**config.mk**
```make
export PLATFORM = sky130hd
export DESIGN_NAME = keycode_decoder
export DESIGN_NICKNAME = d
export VERILOG_FILES = /design/src/rtl/ps2_pkg.sv /design/src/rtl/ps2_rx.sv /design/src/rtl/keycode_decoder.sv
export SDC_FILE = /design/constraint.sdc
export NUM_CORES = 1
export LEC_CHECK = 0
export BUFFER_PORTS_ARGS = -buffer_cell sky130_fd_sc_hd__buf_2
export CORE_AREA = 3 3 89 91
export DETAILED_ROUTE_END_ITERATION = 12
export DIE_AREA = 0 0 92 94
export GPL_TIMING_DRIVEN = 0
export PLACE_DENSITY = 0.54
export SLEW_MARGIN = 0
export SYNTH_ARGS = -nofsm -noshare
export SYNTH_HDL_FRONTEND = slang
export SYNTH_SLANG_ARGS = --single-unit
```
**constraint.sdc**
```tcl
create_clock -name Clk -period 2.1 [get_ports Clk]
set_input_delay 0.315 -clock Clk [delete_from_list [all_inputs] [get_ports Clk]]
set_output_delay 0.315 -clock Clk [all_outputs]
set_load 0.02 [all_outputs]
```
**src/rtl/ps2_pkg.sv**
```systemverilog
// Shared PS/2 Set-2 decoding types and constants for the keycode path.
package ps2_pkg;

  typedef enum logic [1:0] {
    F_IDLE,
    F_DATA,
    F_PARITY,
    F_STOP
  } frame_state_t;

  typedef enum logic [1:0] {
    P_BASE,
    P_EXT,
    P_BRK,
    P_EXTBRK
  } prefix_state_t;

  localparam logic [7:0] PS2_BREAK = 8'hF0;
  localparam logic [7:0] PS2_EXT   = 8'hE0;

  localparam logic [7:0] KEY_A     = 8'h1C;
  localparam logic [7:0] KEY_D     = 8'h23;
  localparam logic [7:0] KEY_SPACE = 8'h29;

  // A frame is good when data plus parity hold an odd number of ones and stop is high.
  function automatic logic frame_ok(input logic [7:0] d, input logic par, input logic stop);
    return (^{d, par}) & stop;
  endfunction

endpackage

```
**src/rtl/ps2_rx.sv**
```systemverilog
// PS/2 byte receiver: pin synchroniser, falling-edge detect, frame FSM and
// mid-frame timeout. Emits one-cycle byte_rdy with data, or err.
module ps2_rx
  import ps2_pkg::*;
#(
  parameter int unsigned TIMEOUT_CYCLES = 100000,
  parameter int unsigned SYNC_STAGES    = 2
) (
  input  logic       Clk,
  input  logic       Reset,
  input  logic       ps2_clk,
  input  logic       ps2_data,
  output logic       byte_rdy,
  output logic [7:0] data,
  output logic       err
);

  localparam int unsigned CNT_W = $clog2(TIMEOUT_CYCLES + 1);

  logic [SYNC_STAGES-1:0] clk_sync;
  logic [SYNC_STAGES-1:0] data_sync;
  logic                   clk_prev;
  logic                   fall;
  logic                   din;

  frame_state_t           state;
  logic [2:0]             bit_cnt;
  logic [7:0]             shreg;
  logic                   parity;
  logic [CNT_W-1:0]       cnt;

  // Synchronisers reset to the idle-high line level so reset never fakes an edge.
  always_ff @(posedge Clk or posedge Reset) begin
    if (Reset) begin
      clk_sync  <= '1;
      data_sync <= '1;
      clk_prev  <= 1'b1;
    end else begin
      clk_sync  <= {clk_sync[SYNC_STAGES-2:0], ps2_clk};
      data_sync <= {data_sync[SYNC_STAGES-2:0], ps2_data};
      clk_prev  <= clk_sync[SYNC_STAGES-1];
    end
  end

  assign fall = clk_prev & ~clk_sync[SYNC_STAGES-1];
  assign din  = data_sync[SYNC_STAGES-1];

  // Frame FSM; a falling edge always wins over a coincident timeout.
  always_ff @(posedge Clk or posedge Reset) begin
    if (Reset) begin
      state    <= F_IDLE;
      bit_cnt  <= 3'd0;
      shreg    <= 8'h00;
      parity   <= 1'b0;
      cnt      <= '0;
      byte_rdy <= 1'b0;
      data     <= 8'h00;
      err      <= 1'b0;
    end else begin
      byte_rdy <= 1'b0;
      err      <= 1'b0;
      if (fall) begin
        cnt <= '0;
        unique case (state)
          F_IDLE: begin
            if (!din) begin
              state   <= F_DATA;
              bit_cnt <= 3'd0;
            end
          end
          F_DATA: begin
            shreg   <= {din, shreg[7:1]};
            bit_cnt <= bit_cnt + 3'd1;
            if (bit_cnt == 3'd7) begin
              state <= F_PARITY;
            end
          end
          F_PARITY: begin
            parity <= din;
            state  <= F_STOP;
          end
          F_STOP: begin
            if (frame_ok(shreg, parity, din)) begin
              byte_rdy <= 1'b1;
              data     <= shreg;
            end else begin
              err <= 1'b1;
            end
            state <= F_IDLE;
          end
        endcase
      end else if (state != F_IDLE) begin
        if (cnt == CNT_W'(TIMEOUT_CYCLES - 1)) begin
          err   <= 1'b1;
          state <= F_IDLE;
          cnt   <= '0;
        end else begin
          cnt <= cnt + CNT_W'(1);
        end
      end
    end
  end

endmodule

```
**src/rtl/keycode_decoder.sv**
```systemverilog
// PS/2 Set-2 keyboard decoder: tracks make/break/extended prefixes and holds
// the make code of the currently pressed key for the game-control logic.
module keycode_decoder
  import ps2_pkg::*;
#(
  parameter int unsigned TIMEOUT_CYCLES = 100000,
  parameter int unsigned SYNC_STAGES    = 2
) (
  input  logic       Clk,
  input  logic       Reset,
  input  logic       ps2_clk,
  input  logic       ps2_data,
  output logic [7:0] keycode,
  output logic       extended,
  output logic       key_strobe,
  output logic       frame_err
);

  logic          rx_rdy;
  logic [7:0]    rx_data;
  logic          rx_err;

  prefix_state_t pstate;
  logic          byte_ext_c;
  logic          held_match_c;

  ps2_rx #(
    .TIMEOUT_CYCLES(TIMEOUT_CYCLES),
    .SYNC_STAGES   (SYNC_STAGES)
  ) u_rx (
    .Clk     (Clk),
    .Reset   (Reset),
    .ps2_clk (ps2_clk),
    .ps2_data(ps2_data),
    .byte_rdy(rx_rdy),
    .data    (rx_data),
    .err     (rx_err)
  );

  // rx_err is already a registered one-cycle pulse.
  assign frame_err = rx_err;

  always_comb begin
    byte_ext_c   = 1'b0;
    held_match_c = 1'b0;
    byte_ext_c   = (pstate == P_EXT) || (pstate == P_EXTBRK);
    held_match_c = ({byte_ext_c, rx_data} == {extended, keycode});
  end

  // Prefix FSM and held-key registers; an error only resets the prefix.
  always_ff @(posedge Clk or posedge Reset) begin
    if (Reset) begin
      pstate     <= P_BASE;
      keycode    <= 8'h00;
      extended   <= 1'b0;
      key_strobe <= 1'b0;
    end else begin
      key_strobe <= 1'b0;
      if (rx_err) begin
        pstate <= P_BASE;
      end else if (rx_rdy) begin
        unique case (pstate)
          P_BASE, P_EXT: begin
            if (rx_data == PS2_BREAK) begin
              pstate <= (pstate == P_EXT) ? P_EXTBRK : P_BRK;
            end else if (rx_data == PS2_EXT) begin
              pstate <= P_EXT;
            end else begin
              pstate <= P_BASE;
              // Typematic repeats of the held key and null makes leave outputs alone.
              if ((rx_data != 8'h00) && !held_match_c) begin
                keycode    <= rx_data;
                extended   <= byte_ext_c;
                key_strobe <= 1'b1;
              end
            end
          end
          P_BRK, P_EXTBRK: begin
            pstate <= P_BASE;
            if (held_match_c) begin
              keycode  <= 8'h00;
              extended <= 1'b0;
            end
          end
        endcase
      end
    end
  end

endmodule

```
### Word-level counts from Yosys, hierarchy flattened

Cells that the tools add are included.

| cells by class | value |
|---|---|
| bitwise gates (word level) | 4 |
| add/subtract/negate cells | 2 |
| reductions and logical operators | 20 |
| equal/unequal tests | 18 |
| mux-type cells | 41 |

Operator list:

| cell | count |
|---|---|
| 2-to-1 mux 17 bit | 3 |
| 2-to-1 mux 8 bit | 4 |
| 2-to-1 mux 1 bit | 20 |
| adder 17 x 1 -> 17 bit (second input constant) | 1 |
| == test 17 bit (second input constant) | 1 |
| == test 8 bit (second input constant) | 2 |
| 2-to-1 mux 2 bit | 8 |
| one-hot mux 8 bit (2 select lines) | 1 |
| inequality test 2 bit (second input constant) | 5 |
| nonzero test 2 bit | 5 |
| == test 9 bit | 1 |
| XOR reduction 9 bit | 1 |
| == test 2 bit (second input constant) | 4 |
| one-hot mux 2 bit (4 select lines) | 1 |
| nonzero test 8 bit | 1 |
| inequality test 3 bit (second input constant) | 2 |
| one-hot mux 3 bit (2 select lines) | 1 |
| AND reduction 3 bit | 2 |
| AND reduction 6 bit | 1 |
| == test 2 x 1 -> 1 bit (second input constant) | 2 |
| logical NOT 2 bit | 2 |
| one-hot mux 2 bit (2 select lines) | 1 |
| AND reduction 2 bit | 2 |
| AND reduction 4 bit | 1 |
| other kinds (10) | 13 |

| storage, ports and cells | value |
|---|---|
| input port bits | 4 |
| logic and storage cells | 100 |
| register bits | 58 |

### Longest topological paths before layout

| depth | value |
|---|---|
| depth after elaboration | 11 |
| depth in mapped cells | 8 |

### By module

A second synthesis with hierarchy kept.

| unflattened totals | value |
|---|---|
| cells, all modules | 240 |
| area, all modules | 2,730.1 um2 |

Modules (own cells, without submodules):

| module | times used | cells an instance | area an instance (um2) |
|---|---|---|---|
| ps2_rx | 1 | 187 | 2,132.0 |
| keycode_decoder | 1 | 53 | 598.1 |

### Worst setup path before layout

OpenSTA, ideal clock, no wires.

| timing path | value |
|---|---|
| path type | register to register |
| from | register extended |
| to | register extended |
| stages on the path, launching flop included | 7 |
| period minus slack after synthesis | 1.915 ns |
| setup slack | 0.185 ns |
| arrival | 1.790 ns |
| buffers on the path | 1 |
| data required time | 1.975 ns |
| path through | dfrtp_1 xnor2_1 nand3_1 nor4_1 mux2_2 buf_2 mux2_2 |

| on the way | value |
|---|---|
| longest elaborated chain between the ends | 5 |
| elaborated cells between the ends (all ways) | 6 |
| those cells by class | 3 x eq/ne; 3 x reduce/logical |

RTL lines:

| what | line | text |
|---|---|---|
| start: declaration | keycode_decoder.sv:14 | `output logic extended,` |
| start signal: assignment | keycode_decoder.sv:73 | `extended <= byte_ext_c;` |
| == test 9 bit (*) | keycode_decoder.sv:47 | `held_match_c = ({byte_ext_c, rx_data} == {extended, keycode});` |
| logical NOT 1 bit | keycode_decoder.sv:71 | `if ((rx_data != 8'h00) && !held_match_c) begin` |
| logical AND 1 bit | keycode_decoder.sv:71 |  |
| inequality test 2 bit (no line) | - |  |
| AND reduction 6 bit (no line) (*) | - |  |

Mark *: on every way between the ends. The rest lies on a longest branch, timed or not.
A chain may end at the register's enable or synchronous reset.

### Worst setup path after layout

| timing path | value |
|---|---|
| from | register u_rx.shreg[1] |
| to | register u_rx.data[7] |

| on the way | value |
|---|---|
| longest elaborated chain between the ends | 3 |

RTL lines:

| what | line | text |
|---|---|---|
| start: declaration | ps2_rx.sv:28 | `logic [7:0] shreg;` |
| start signal: assignment | ps2_rx.sv:72 | `shreg <= {din, shreg[7:1]};` |
| XOR reduction 9 bit | ps2_pkg.sv:27 | `return (^{d, par}) & stop;` |
| bitwise AND 1 bit | ps2_pkg.sv:27 |  |
| AND reduction 3 bit (no line) | - |  |
| end signal: assignment | ps2_rx.sv:85 | `data <= shreg;` |
| end: declaration | ps2_rx.sv:14 | `output logic [7:0] data,` |

No other way between the ends.

==> reports/summary.txt <==
WORST SETUP PATH
-----------------------------------------------------------------------------------------
Master of the slowest instance on the critical path                               xnor3_1
Critical register-to-register path startpoint                                u_rx.shreg[1]
Kind of launch point of the worst setup path                                         flop
Cell-by-cell listing of the critical path                                    xnor2_1 > xnor3_1 > xnor2_2 > nand4_4 > mux2_2
Kind of capture point of the worst setup path                                        flop
Slack of the worst reg-to-reg path                                                 140 ps
Max stage delay on crit path                                                       450 ps
Cell family contributing the most delay on the critical path                 XOR/XNOR gates
Startpoint-to-endpoint class of the critical path                            flop to flop
Logic depth of the worst register-to-register path                                      5
Arrival time worst endpoint                                                       2160 ps
Worst reg2reg endpoint                                                       u_rx.data[7]
Highest net fanout along the worst path                                                 9
Worst path required time                                                          2310 ps
Buffers and inverters on the worst path                                                 0

STA
-----------------------------------------------------------------------------------------
Final slew viol count                                                                   0
Final WS setup                                                                     144 ps
Final Setup Violations                                                                  0
Post-route fraction of the period consumed by the critical path                     0.932
RSZ-0062 raised after global routing                                                false
Worst slew margin relative to its limit                                             0.683
Setup TNS Final                                                                      0 ps
Post-route clock skew                                                             4.69 ps
Worst-margin pin slew                                                              475 ps
Minimum period implied by the final worst setup slack                             1960 ps
Count of final hold-check violations                                                    0
Max Clk Rate                                                                      511 MHz
Post-Route Hold Slack                                                             83.7 ps

SYNTHESIS
-----------------------------------------------------------------------------------------
Commonest cells in the synthesized netlist                                   dfrtp_1, mux2_2, nor2_1
Combined area of all synthesized cells                                         2850 sq um
Largest area contributor in the netlist                                           dfrtp_1
Most numerous cell in the Yosys netlist                                           dfrtp_1
Largest cells by area after synthesis                                        dfrtp_1, mux2_2, xnor2_1
Top_reg_cell synth                                                                dfrtp_1
Synth Net Count                                                                       266
Yosys warning count                                                                     0
Number of synthesized register bits                                                    58
Seq/Total Area, Yosys                                                               0.512
Cells after Synth                                                                     255
Number of different library cells in the post-synthesis netlist                        40
Fraction of synthesized cell area taken by the top area cell type                   0.466
Proportion of register bits with asynchronous set or reset after synthesis           1.00
Post-synth EDFFs                                                                        0
Synthesized area per cell                                                      11.2 sq um

WORST HOLD PATH
-----------------------------------------------------------------------------------------
Type of the tightest min-delay check                                         input pin to flop
Worst Hold Launch                                                                ps2_data
Worst Hold Endpoint                                                          u_rx.data_sync[0]
Worst hold stages                                                                       1

FLOORPLANNING
-----------------------------------------------------------------------------------------
Count of boundary I/O pins                                                             15
Number of rows in the core area                                                        31
Horizontal extent of the die                                                   92 microns
Core ar.                                                                       7210 sq um
Die Ht                                                                         94 microns
Die footprint                                                                  8650 sq um
Initial core utilization                                                            0.394

POWER
-----------------------------------------------------------------------------------------
Peak VDD IR                                                                      0.541 mV
Leak Pwr                                                                          1.57 nW
Power density relative to cell area                                          1170 nW/um^2

GLOBAL ROUTE
-----------------------------------------------------------------------------------------
Maximum number of pins on one net before global-route repair                           39
First-pass GRT wire length                                                        9.13 mm
Number of antenna violations at the first check in global routing                       0
Number of global-route vias before repair                                           1,935
Total routing usage reported by global routing                                      0.136
Global-route congestion overflow total                                                  0

PLACED DESIGN
-----------------------------------------------------------------------------------------
Placed wire-length estimate after detailed placement                              3.65 mm
Cell Count Post-Placement                                                             369
Number of I/O port buffers                                                             14
Post-placement setup slack                                                       -89.4 ps
Placer congestion estimate                                                          0.791

CLOCK NETWORK
-----------------------------------------------------------------------------------------
CTS tree                                                                              yes
Root Driver                                                                      clkbuf_8
Number of buffers created by CTS                                                        9
H-Tree Level Count                                                                      3
Clock network latency to the later pin of the worst-skew pair                      320 ps
Worst-case clock buffer depth                                                           2
Reg clk slew, reported paths                                                        60 ps
Number of clock sinks                                                                  58

FINISH
-----------------------------------------------------------------------------------------
Final instance count without filler cells                                             388
Total inserted antenna cells                                                            0
Number of fill cells in the layout                                                    697
Final layout net count                                                                295
Share of final-layout standard cells stronger than drive strength 1                 0.270
P&R area growth vs syn                                                              16.7%
Final design utilization                                                            0.460

RUN STATUS
-----------------------------------------------------------------------------------------
Result of the run                                                            complete, no violations

ROUTE
-----------------------------------------------------------------------------------------
Number of violations reported at the end of detailed-routing iteration 0               48
DRC violation count after routing                                                       0
Post-route antenna net violation count                                                  0
Detailed Routing Iterations Pass 1                                                      4
Wire length after detailed routing                                                5.28 mm
Routed via count                                                                    1,954
Vias per std cell                                                                    5.04
Post-DR wirelength/cell                                                      13.6 microns

FLOW RUN
-----------------------------------------------------------------------------------------
Count of max-cap constraint violations                                                  0

==> worst max-delay path by stage <==
stage                              from         endpoint  slack, ps  depth (start not counted)
after global routing        u_rx.cnt[0]     u_rx.cnt[13]         20                          7
after floorplan                extended         extended        180                          6
after detailed placement  u_rx.clk_prev  u_rx.bit_cnt[0]        -90                          5
after CTS                  u_rx.data[6]       keycode[7]         30                          6
final                     u_rx.shreg[1]     u_rx.data[7]        140                          5
after global placement            Reset      u_rx.cnt[6]       -440                          2
==> final cells by class <==
type | instances | area, sq um | share of cell area
inverter | 8 | 30.0 | 0.00905
clock inverter | 2 | 10.0 | 0.00302
tap | 99 | 124 | 0.0373
timing repair buffer | 20 | 130 | 0.0392
multi-input combinational | 182 | 1370 | 0.413
sequential | 58 | 1460 | 0.440
buffer | 5 | 23.8 | 0.00716
clock buffer | 14 | 173 | 0.0520
==> cells in the final DEF, fill, tap and decap left out, types with 2 or more instances in the layout <==
master / n
a21o_1: 2
a21oi_1: 5
a22o_1: 2
and3_1: 3
and4_1: 3
buf_2: 14
buf_4: 4
clkbuf_1: 5
clkbuf_8: 12
clkinv_2: 2
dfrtp_1: 52
dfstp_2: 5
ha_1: 7
inv_1: 7
mux2_2: 27
nand2_1: 19
nand2b_1: 4
nand3_1: 9
nand4_1: 4
nor2_1: 21
nor2b_1: 8
nor3_1: 3
nor3b_1: 4
nor4b_1: 2
o21ai_0: 14
xnor2_1: 16
xnor2_2: 2
xor2_1: 8
==> logic make-up after synthesis <==
group	count (synthesis)	share of synthesized area
AOI/OAI and AO/OA	30	0.0646
xor gates and xnor gates	27	0.0906
adders and majority gates	7	0.0308
buffers and inverters	15	0.0207
DFF	58	0.512
muxes	28	0.110
and+or+nand+nor	90	0.171
==> metrics by stage <==
stage | power [mW] | area (sq um)
finish | 3.88 | 3320
global route | 4.18 | 3320
CTS | 3.85 | 3280
detailed placement | 2.83 | 3060
global placement | 2.80 | 3040
floorplan | 2.58 | 2850
==> report_power, final <==
group | internal, mW | switching, mW
Sequential | 1.34 | 0.245
Clock | 0.522 | 0.410
Combinational | 0.733 | 0.621
Total | 2.60 | 1.28
==> per-layer routing <==
layer,share of wire,GRT usage
met1,0.48,0.168
met4,0.011,0.0408
met2,0.48,0.223
met5,0,0
met3,0.037,0.0489
==> worst register-to-register path: cells and delay by family, from the launching register on <==
| family | cells | cell delay (ps) |
|---|---|---|
| and+or+nand+nor | 1 | 230 |
| muxes | 1 | 330 |
| DFF | 1 | 410 |
| xor gates and xnor gates | 3 | 870 |
==> sequential cells by signal, summed over array words and instances (netlist names) <==
name / count
extended: 1
key_strobe: 1
keycode: 8
pstate: 2
u_rx.bit_cnt: 3
u_rx.byte_rdy: 1
u_rx.clk_prev: 1
u_rx.clk_sync: 2
u_rx.cnt: 17
u_rx.data: 8
u_rx.data_sync: 2
u_rx.err: 1
u_rx.parity: 1
u_rx.shreg: 8
u_rx.state: 2
==> repair_timing <==
action / CTS / global route
hold endpoints to repair: 14 / 0
buffers inserted: 2 / 2
hold buffers: 1 / 0
endpoints found under the setup margin: 22 / 30
resized for setup: 3 / 7
pin swaps: 1 / 3
Note: power is estimated with default switching activity, not from simulation.
